`src/rtl/aes_req_arb.sv`:
```
// Purpose: round-robin arbiter/sequencer sharing one AES core between N_REQ requesters.
// Latency: accept -> ISSUE -> WAIT (1..TIMEOUT) -> RESP; NOOP/unknown go accept -> RESP.
// Backpressure: one operation in flight; req_ready_o is low outside IDLE so requesters hold valid.

package aes_pkg;
  localparam int OPW = 3;
  typedef logic [OPW-1:0] opcode;
  localparam opcode NOOP            = 3'd0;
  localparam opcode AESENC          = 3'd1;
  localparam opcode AESENCLAST      = 3'd2;
  localparam opcode AESENCFULL      = 3'd3;
  localparam opcode AESKEYGENASSIST = 3'd4;
endpackage

module aes_req_arb #(
  parameter  int N_REQ   = 4,
  parameter  int TIMEOUT = 31,
  localparam int IW      = $clog2(N_REQ)
) (
  input  logic                          clk,
  input  logic                          nrst,
  input  logic [N_REQ-1:0]              req_valid_i,
  input  logic [N_REQ*aes_pkg::OPW-1:0] req_opcode_i,
  output logic [N_REQ-1:0]              req_ready_o,
  output logic                          core_start_o,
  output logic [aes_pkg::OPW-1:0]       core_opcode_o,
  output logic [IW-1:0]                 core_sel_o,
  input  logic                          core_cipher_ready_i,
  input  logic                          core_key_ready_i,
  output logic [N_REQ-1:0]              rsp_valid_o,
  output logic                          rsp_err_o,
  output logic                          busy_o
);

  typedef enum logic [1:0] {S_IDLE, S_ISSUE, S_WAIT, S_RESP} state_e;

  state_e                  r_state, w_state_nxt;
  logic [IW-1:0]           r_rr_ptr, w_rr_ptr_nxt;
  logic [IW-1:0]           r_grant, w_grant_nxt;
  logic [aes_pkg::OPW-1:0] r_op, w_op_nxt;
  logic [7:0]              r_timer, w_timer_nxt;
  logic                    r_err, w_err_nxt;

  logic [IW-1:0]           w_idx, w_pick;
  logic                    w_any;
  logic [aes_pkg::OPW-1:0] w_req_op;
  logic                    w_req_key, w_req_cip;
  logic                    w_op_key, w_op_cip;
  logic                    w_exp_flag, w_bad_flag;

  // Round-robin search: lowest offset from rr_ptr (with wrap) whose request is valid.
  always_comb begin
    w_any  = 1'b0;
    w_pick = r_rr_ptr;
    w_idx  = '0;
    for (int k = N_REQ - 1; k >= 0; k--) begin
      w_idx = IW'((int'(r_rr_ptr) + k) % N_REQ);
      if (req_valid_i[w_idx]) begin
        w_any  = 1'b1;
        w_pick = w_idx;
      end
    end
  end

  // Opcode decode for the candidate request and for the latched operation.
  always_comb begin
    w_req_op   = req_opcode_i[int'(w_pick)*aes_pkg::OPW +: aes_pkg::OPW];
    w_req_key  = (w_req_op == aes_pkg::AESKEYGENASSIST);
    w_req_cip  = (w_req_op == aes_pkg::AESENC) || (w_req_op == aes_pkg::AESENCLAST) ||
                 (w_req_op == aes_pkg::AESENCFULL);
    w_op_key   = (r_op == aes_pkg::AESKEYGENASSIST);
    w_op_cip   = (r_op == aes_pkg::AESENC) || (r_op == aes_pkg::AESENCLAST) ||
                 (r_op == aes_pkg::AESENCFULL);
    // When both flags arrive together the expected one wins.
    w_exp_flag = (w_op_key & core_key_ready_i) | (w_op_cip & core_cipher_ready_i);
    w_bad_flag = (w_op_key & core_cipher_ready_i) | (w_op_cip & core_key_ready_i);
  end

  // Next-state and output decode; ready pulses outside WAIT are simply not looked at.
  always_comb begin
    w_state_nxt   = r_state;
    w_rr_ptr_nxt  = r_rr_ptr;
    w_grant_nxt   = r_grant;
    w_op_nxt      = r_op;
    w_timer_nxt   = r_timer;
    w_err_nxt     = r_err;
    req_ready_o   = '0;
    core_start_o  = 1'b0;
    core_opcode_o = aes_pkg::NOOP;
    core_sel_o    = r_grant;
    rsp_valid_o   = '0;
    rsp_err_o     = 1'b0;
    busy_o        = (r_state != S_IDLE);
    case (r_state)
      S_IDLE: begin
        if (w_any) begin
          // Gated by reset so every output is quiet while nrst is low.
          req_ready_o[w_pick] = nrst;
          w_grant_nxt         = w_pick;
          w_op_nxt            = w_req_op;
          if (w_req_key || w_req_cip) begin
            w_state_nxt = S_ISSUE;
            w_err_nxt   = 1'b0;
          end else begin
            // NOOP completes cleanly; any unknown encoding is rejected without touching the core.
            w_state_nxt = S_RESP;
            w_err_nxt   = (w_req_op != aes_pkg::NOOP);
          end
        end
      end
      S_ISSUE: begin
        core_start_o  = 1'b1;
        core_opcode_o = r_op;
        w_timer_nxt   = '0;
        w_state_nxt   = S_WAIT;
      end
      S_WAIT: begin
        core_opcode_o = r_op;
        w_timer_nxt   = r_timer + 8'd1;
        // r_timer counts completed WAIT cycles, so TIMEOUT-1 marks the last allowed one.
        if (w_exp_flag) begin
          w_state_nxt = S_RESP;
          w_err_nxt   = 1'b0;
        end else if (w_bad_flag || (r_timer == 8'(TIMEOUT - 1))) begin
          w_state_nxt = S_RESP;
          w_err_nxt   = 1'b1;
        end
      end
      S_RESP: begin
        core_opcode_o       = r_op;
        rsp_valid_o[r_grant] = 1'b1;
        rsp_err_o           = r_err;
        w_rr_ptr_nxt        = (r_grant == IW'(N_REQ - 1)) ? '0 : r_grant + IW'(1);
        w_state_nxt         = S_IDLE;
      end
      default: w_state_nxt = S_IDLE;
    endcase
  end

  // State and operation registers; reset abandons any operation in flight.
  always_ff @(posedge clk or negedge nrst) begin
    if (!nrst) begin
      r_state  <= S_IDLE;
      r_rr_ptr <= '0;
      r_grant  <= '0;
      r_op     <= aes_pkg::NOOP;
      r_timer  <= '0;
      r_err    <= 1'b0;
    end else begin
      r_state  <= w_state_nxt;
      r_rr_ptr <= w_rr_ptr_nxt;
      r_grant  <= w_grant_nxt;
      r_op     <= w_op_nxt;
      r_timer  <= w_timer_nxt;
      r_err    <= w_err_nxt;
    end
  end

endmodule

```
`config.mk`:
```
export PLATFORM = sky130hd
export DESIGN_NAME = aes_req_arb
export DESIGN_NICKNAME = d
export VERILOG_FILES = /design/src/rtl/aes_req_arb.sv
export SDC_FILE = /design/constraint.sdc
export NUM_CORES = 1
export LEC_CHECK = 0
export CAP_MARGIN = 40
export CORE_UTILIZATION = 30
export CTS_CLUSTER_SIZE = 30
export DETAILED_ROUTE_END_ITERATION = 10
export PLACE_DENSITY = 0.65
export SYNTH_ARGS = -nofsm -noshare
export SYNTH_HDL_FRONTEND = slang
export SYNTH_SLANG_ARGS = --single-unit
```
`constraint.sdc`:
```
create_clock -name clk -period 2.3 [get_ports clk]
set_input_delay 0.345 -clock clk [delete_from_list [all_inputs] [get_ports clk]]
set_output_delay 0.345 -clock clk [all_outputs]
set_load 0.05 [all_outputs]
```
After elaboration in Yosys (flattened, before gate mapping):

Cells that the tools add are included.

* register bits after elaboration: 18
* input port bits: 20
* output and inout port bits: 16
* word-level logic and storage cells: 98

* shifts and indexed selects: 1
* equality and inequality tests: 15
* multiplexer cells: 38
* order comparisons: 8
* add/sub/neg operators: 5
* bitwise gates (word level): 7
* $mul: 1
* reductions and logical operators: 17

Operators by type and width (count)
* 2-bit by 3-bit less-than comparator with 1-bit output, second input constant: 6
* 2-bit 2-to-1 mux: 9
* 1-bit 2-to-1 mux: 16
* 8-bit case mux with 2 select lines: 1
* 3-bit by 2-bit equality test with 1-bit output, second input constant: 4
* 4-bit 2-to-1 mux: 3
* 12-bit by 5-bit indexed part select with 3-bit output: 1
* 8-bit by 1-bit adder with 8-bit output, second input constant: 1
* 1-bit binary-select mux with 2-bit select: 4
* 8-bit by 5-bit equality test with 1-bit output, second input constant: 1
* 2-bit case mux with 4 select lines: 1
* 2-bit equality test, second input constant: 3
* 3-bit by 1-bit equality test with 1-bit output, second input constant: 2
* 3-bit equality test, second input constant: 2
* 1-bit logical OR: 6
* 2-bit nonzero test: 3
* 2-bit by 1-bit adder with 2-bit output, second input constant: 2
* 2-bit adder, second input constant: 2
* 1-bit AND: 4
* 4-bit AND: 1
* 1-bit demux with 2-bit select: 2
* 2-bit by 1-bit >= comparator with 1-bit output, second input constant: 2
* 2-bit by 2-bit multiplier with 4-bit output, second input constant: 1
* 2-bit AND reduction: 2
* 11 further kinds: 13

Logic depth before layout (Yosys ltp):

* word-level depth: 16
* depth in mapped cells: 8
* depth with buffers taken out: 8

Worst setup path after synthesis:

Ideal clock, no wire load.

* kind: reg2out
* start: reg r_state[0]
* end: out req_ready_o[1]
* cell stages (with the launch flop): 8
* path slack: -0.489 ns
* required time: 1.955 ns
* arrival time: 2.444 ns
* path buffers: 1
* cells stage by stage: dfrtp_1 inv_1 ha_1 clkbuf_1 nand2b_1 inv_1 nand2_1 nor3b_1

* cells in the longest elaborated chain, start to end: 2

RTL lines
* start, declared: line 37 `state_e r_state, w_state_nxt;`
* start signal, assigned: line 150 `r_state <= w_state_nxt;`
* 2-bit logical NOT: line 94 `case (r_state)`
* 4-bit 2-to-1 mux: line 94
* end, declared: line 24 `output logic [N_REQ-1:0] req_ready_o,`

No other way between the ends.

Worst setup path in the final report:

* start: reg r_rr_ptr[1]
* end: out req_ready_o[2]

* cells in the longest elaborated chain, start to end: 14
* elaborated cells on any way between the ends: 27
* those cells by class: 3 x add/sub; 2 x order compare; 20 x mux; 1 x bitwise; 1 x reduce/logical

RTL lines
* start, declared: line 38 `logic [IW-1:0] r_rr_ptr, w_rr_ptr_nxt;`
* start signal, assigned: line 151 `r_rr_ptr <= w_rr_ptr_nxt;`
* 2-bit adder: line 57 `w_idx = IW'((int'(r_rr_ptr) + k) % N_REQ);`
* 1-bit binary-select mux with 2-bit select: line 58 `if (req_valid_i[w_idx]) begin`
* 1-bit 2-to-1 mux (implied by the code): line 58
* 2-bit 2-to-1 mux (4 in series): line 58
* 2-bit by 3-bit less-than comparator with 1-bit output (implied by the code) or 2-bit by 1-bit >= comparator with 1-bit output (tied branches): line 98 `req_ready_o[w_pick] = nrst;`
* 1-bit logical AND (implied by the code): line 98
* 1-bit 2-to-1 mux (implied by the code): line 98
* 1-bit demux with 2-bit select: line 98
* 4-bit AND (no source line)
* 4-bit 2-to-1 mux (*): line 96 `if (w_any) begin`
* 4-bit 2-to-1 mux (*): line 94

Mark *: on every way between the ends. The rest lies on a longest branch, timed or not. The select of a mux whose other input is x is not followed.

==> key figures <==
Floorplan
  – Die area: 4620 um^2
  – Boundary pin count: 36
  – Die H: 68.0 um
  – Die width: 68.0 um
  – Core area: 4090 um^2
  – Num rows: 23
  – Initial Utilization: 32.0%

Route
  – DRC viols: 0
  – DR vias: 1209
  – Post-DR wirelength/cell: 13.2 um
  – DRT Pass-1 Iters: 5
  – Vias per inst: 4.91
  – Initial DRC count: 29
  – Detailed Route WL: 3.24 mm
  – Antenna Nets Post-Route: 0

GRT
  – Global-route wire length before repair: 5.26 mm
  – Largest net degree at the start of global routing: 19
  – Total congestion overflow: 0
  – Number of global-route vias before repair: 1114
  – Initial antenna violation count: 0
  – GR Util All Layers: 15.4%

Clock network
  – CTS sink count: 18
  – CTS max path bufs: 2
  – CTS tree: done
  – Root Driver: clkbuf_8
  – Clock buffer count from CTS: 3
  – Clock transition at the registers of the reported paths: 70 ps
  – Clock latency on the worst-skew pair: 250 ps
  – H-tree levels: 1
  – Post-cts hold buffer count: 0

Yosys
  – Post-synthesis sequential area ratio: 34.5%
  – Yosys warning total: 0
  – Top cell type's share of synthesized area: 34.5%
  – Mapped Nets: 174
  – Synth top area cells: dfrtp_1, ha_1, nand2_1
  – Syn Inst Count: 144
  – Mean post-synth cell area: 9.07 um^2
  – Synth area leader: dfrtp_1
  – Synth Cell Area: 1310 um^2
  – Unique masters post-synth: 41
  – Synthesis-stage register bit count: 18

Setup path
  – Critical path launch point type: register
  – Largest fanout on the critical path: 6
  – FF-to-FF path depth: 7
  – Worst setup EP type: output pin
  – Crit path DAT: 1820 ps
  – Worst-path cell chain: nand2b_1 -> a21oi_2 -> a2111oi_4 -> buf_4 -> buf_4 -> nor3b_2 -> buf_4
  – Launching point of the worst reg2reg path: r_rr_ptr[0]
  – Critical path class: register to output pin
  – WP data required: 1960 ps
  – Worst reg-to-reg setup slack: 150 ps
  – Crit-path most repeated cell: buf_4
  – Crit-path max cell delay: 440 ps
  – Slowest-stage cell, CP: dfrtp_2
  – FF-to-FF End: r_state[1]

Placed design
  – RePlAce Congestion: 0.819
  – Port-buffer cells: 35
  – Place WS: -381 ps
  – Dpl hpwl: 2.52 mm

STA
  – Setup ws final: 134 ps
  – Tmin final: 2170 ps
  – FMAX: 462 MHz
  – Final Hold Fails: 0
  – Slew margin rel.: 66.7%
  – Final TNS setup: 0 ps
  – Fin. max-slew vios: 0
  – Worst-margin pin slew: 498 ps
  – Final Cycle Share: 94.2%
  – Clk_skew: 1.65 ps
  – Setup Viol. Count Final: 0

Finish
  – Diodes inserted: 0
  – Commonest non-fill, non-tap cell in the layout: buf_4
  – Footprint of the multi-input gates: 863 um^2
  – Layout cells sized above 1: 27.6%
  – FF/Latch Area: 452 um^2
  – Fillers: 413
  – P&R area growth vs syn: 48.0%
  – Nets: 227
  – Commonest cells after routing, fill and taps aside: buf_4, nand2_1, clkdlybuf4s50_1

Hold path
  – HP Class: register to register
  – WHS Path Cells: 1
  – Hold path startpoint: r_timer[4]
  – Hold path endpoint: r_timer[4]

Power
  – Max IR drop VDD: 0.000750 V
  – Power Density: 1250 nW/um^2
  – Leakage: 0.000873 uW

Status
  – Status: finished, final reports clean

Run
  – Max cap viols: 0
==> cell families (layout without fill, tap and decap cells) <==
kind of cell	Yosys count	after routing	share of synthesized area [%]
flops	18	18	34.5
mux	6	6	7.66
fa+ha+maj	10	10	9.58
simple gates	68	68	27.0
compound gates	26	26	15.9
xor+xnor	2	2	1.34
buf+inv	14	66	4.02
==> per-stage QoR <==
| step | total power (uW) | hold WS, ps | cells | cell area, um^2 | utilization (%) |
|---|---|---|---|---|---|
| after floorplan | 1570 | 49.4 | 144 | 1320 | - |
| after global placement | 2060 | 492 | 240 | 1820 | 44.6 |
| after detailed placement | 2080 | 494 | 240 | 1820 | 44.6 |
| after CTS | 2380 | 515 | 245 | 1910 | 46.7 |
| after global routing | 2620 | 561 | 246 | 1930 | 47.3 |
| final | 2410 | 520 | 246 | 1930 | 47.3 |
==> layer usage <==
layer | vias up | track usage (%) | share of wire (%)
met5 | - | 0 | 0
met4 | 0 | 4.69 | 0.65
met3 | 2 | 4.00 | 4.4
met2 | 30 | 22.5 | 47
met1 | 569 | 21.9 | 48
li1 | 608 | - | -
==> synth_stat cells <==
library cell,n
a2111oi_4,1
a21boi_0,1
a21oi_1,3
a31oi_1,1
a32oi_1,1
a41oi_1,1
and2_1,5
and3_1,2
and4_2,1
clkbuf_1,3
dfrtp_1,18
ha_1,10
inv_1,11
mux2_2,2
mux2i_1,1
mux4_2,3
nand2_1,24
nand2b_1,2
nand3_1,4
nand3b_1,1
nand4_1,1
nand4bb_1,1
nor2_1,9
nor2b_1,6
nor2b_2,1
nor3_1,2
nor3b_1,3
nor4_1,1
o2111ai_1,1
o211ai_1,1
o211ai_2,1
o21a_1,1
o21ai_0,8
o21ai_1,2
o22ai_1,1
o311ai_4,1
o31ai_1,2
or2_1,1
or3_1,3
or4_1,1
xor2_1,2
==> flip-flops by register name, summed over array words and instances, names as in the netlist <==
signal / cells
r_timer: 8
r_op: 3
core_sel_o: 2
r_rr_ptr: 2
r_state: 2
r_err: 1
==> worst max-delay path: cells and delay by family, from the launching register on <==
kind,cells,cell delay [ps]
and+or+nand+nor,2,340
buffers and inverters,3,530
AOI/OAI and AO/OA,2,250
DFF,1,440
==> cell type report <==
cell class / instances / area share, %
Multi-Input combinational cell: 112 / 44.7
Inverter: 11 / 2.14
Tap cell: 50 / 3.24
Sequential cell: 18 / 23.4
Timing Repair Buffer: 51 / 23.8
Clock buffer: 4 / 2.85
==> worst max-delay path by stage <==
stage,startpoint,end,slack (ps),cells after the start
4_1_cts,req_valid_i[2],req_ready_o[1],0.8,7
5_1_grt,r_rr_ptr[0],req_ready_o[1],-3,6
3_5_place_dp,req_valid_i[2],r_state[1],-380,8
2_1_floorplan,r_state[0],req_ready_o[1],-40,7
3_3_place_gp,req_valid_i[2],r_state[1],-320,8
6_report,r_rr_ptr[1],req_ready_o[2],130,7
==> report_power, final <==
| group | leakage [uW] | switching, uW | total, uW | internal [uW] |
|---|---|---|---|---|
| combinational | 0.000614 | 947 | 1600 | 654 |
| sequential | 0.000230 | 122 | 550 | 428 |
| clock | 0.0000288 | 109 | 261 | 152 |
| total | 0.000873 | 1180 | 2410 | 1230 |
==> what timing repair did <==
item                                    CTS  global route
pin swaps                                 2             1
buffers inserted                          1             1
resized for setup                        10             8
endpoints found under the setup margin    5             6
Note: power is estimated with default switching activity, not from simulation.
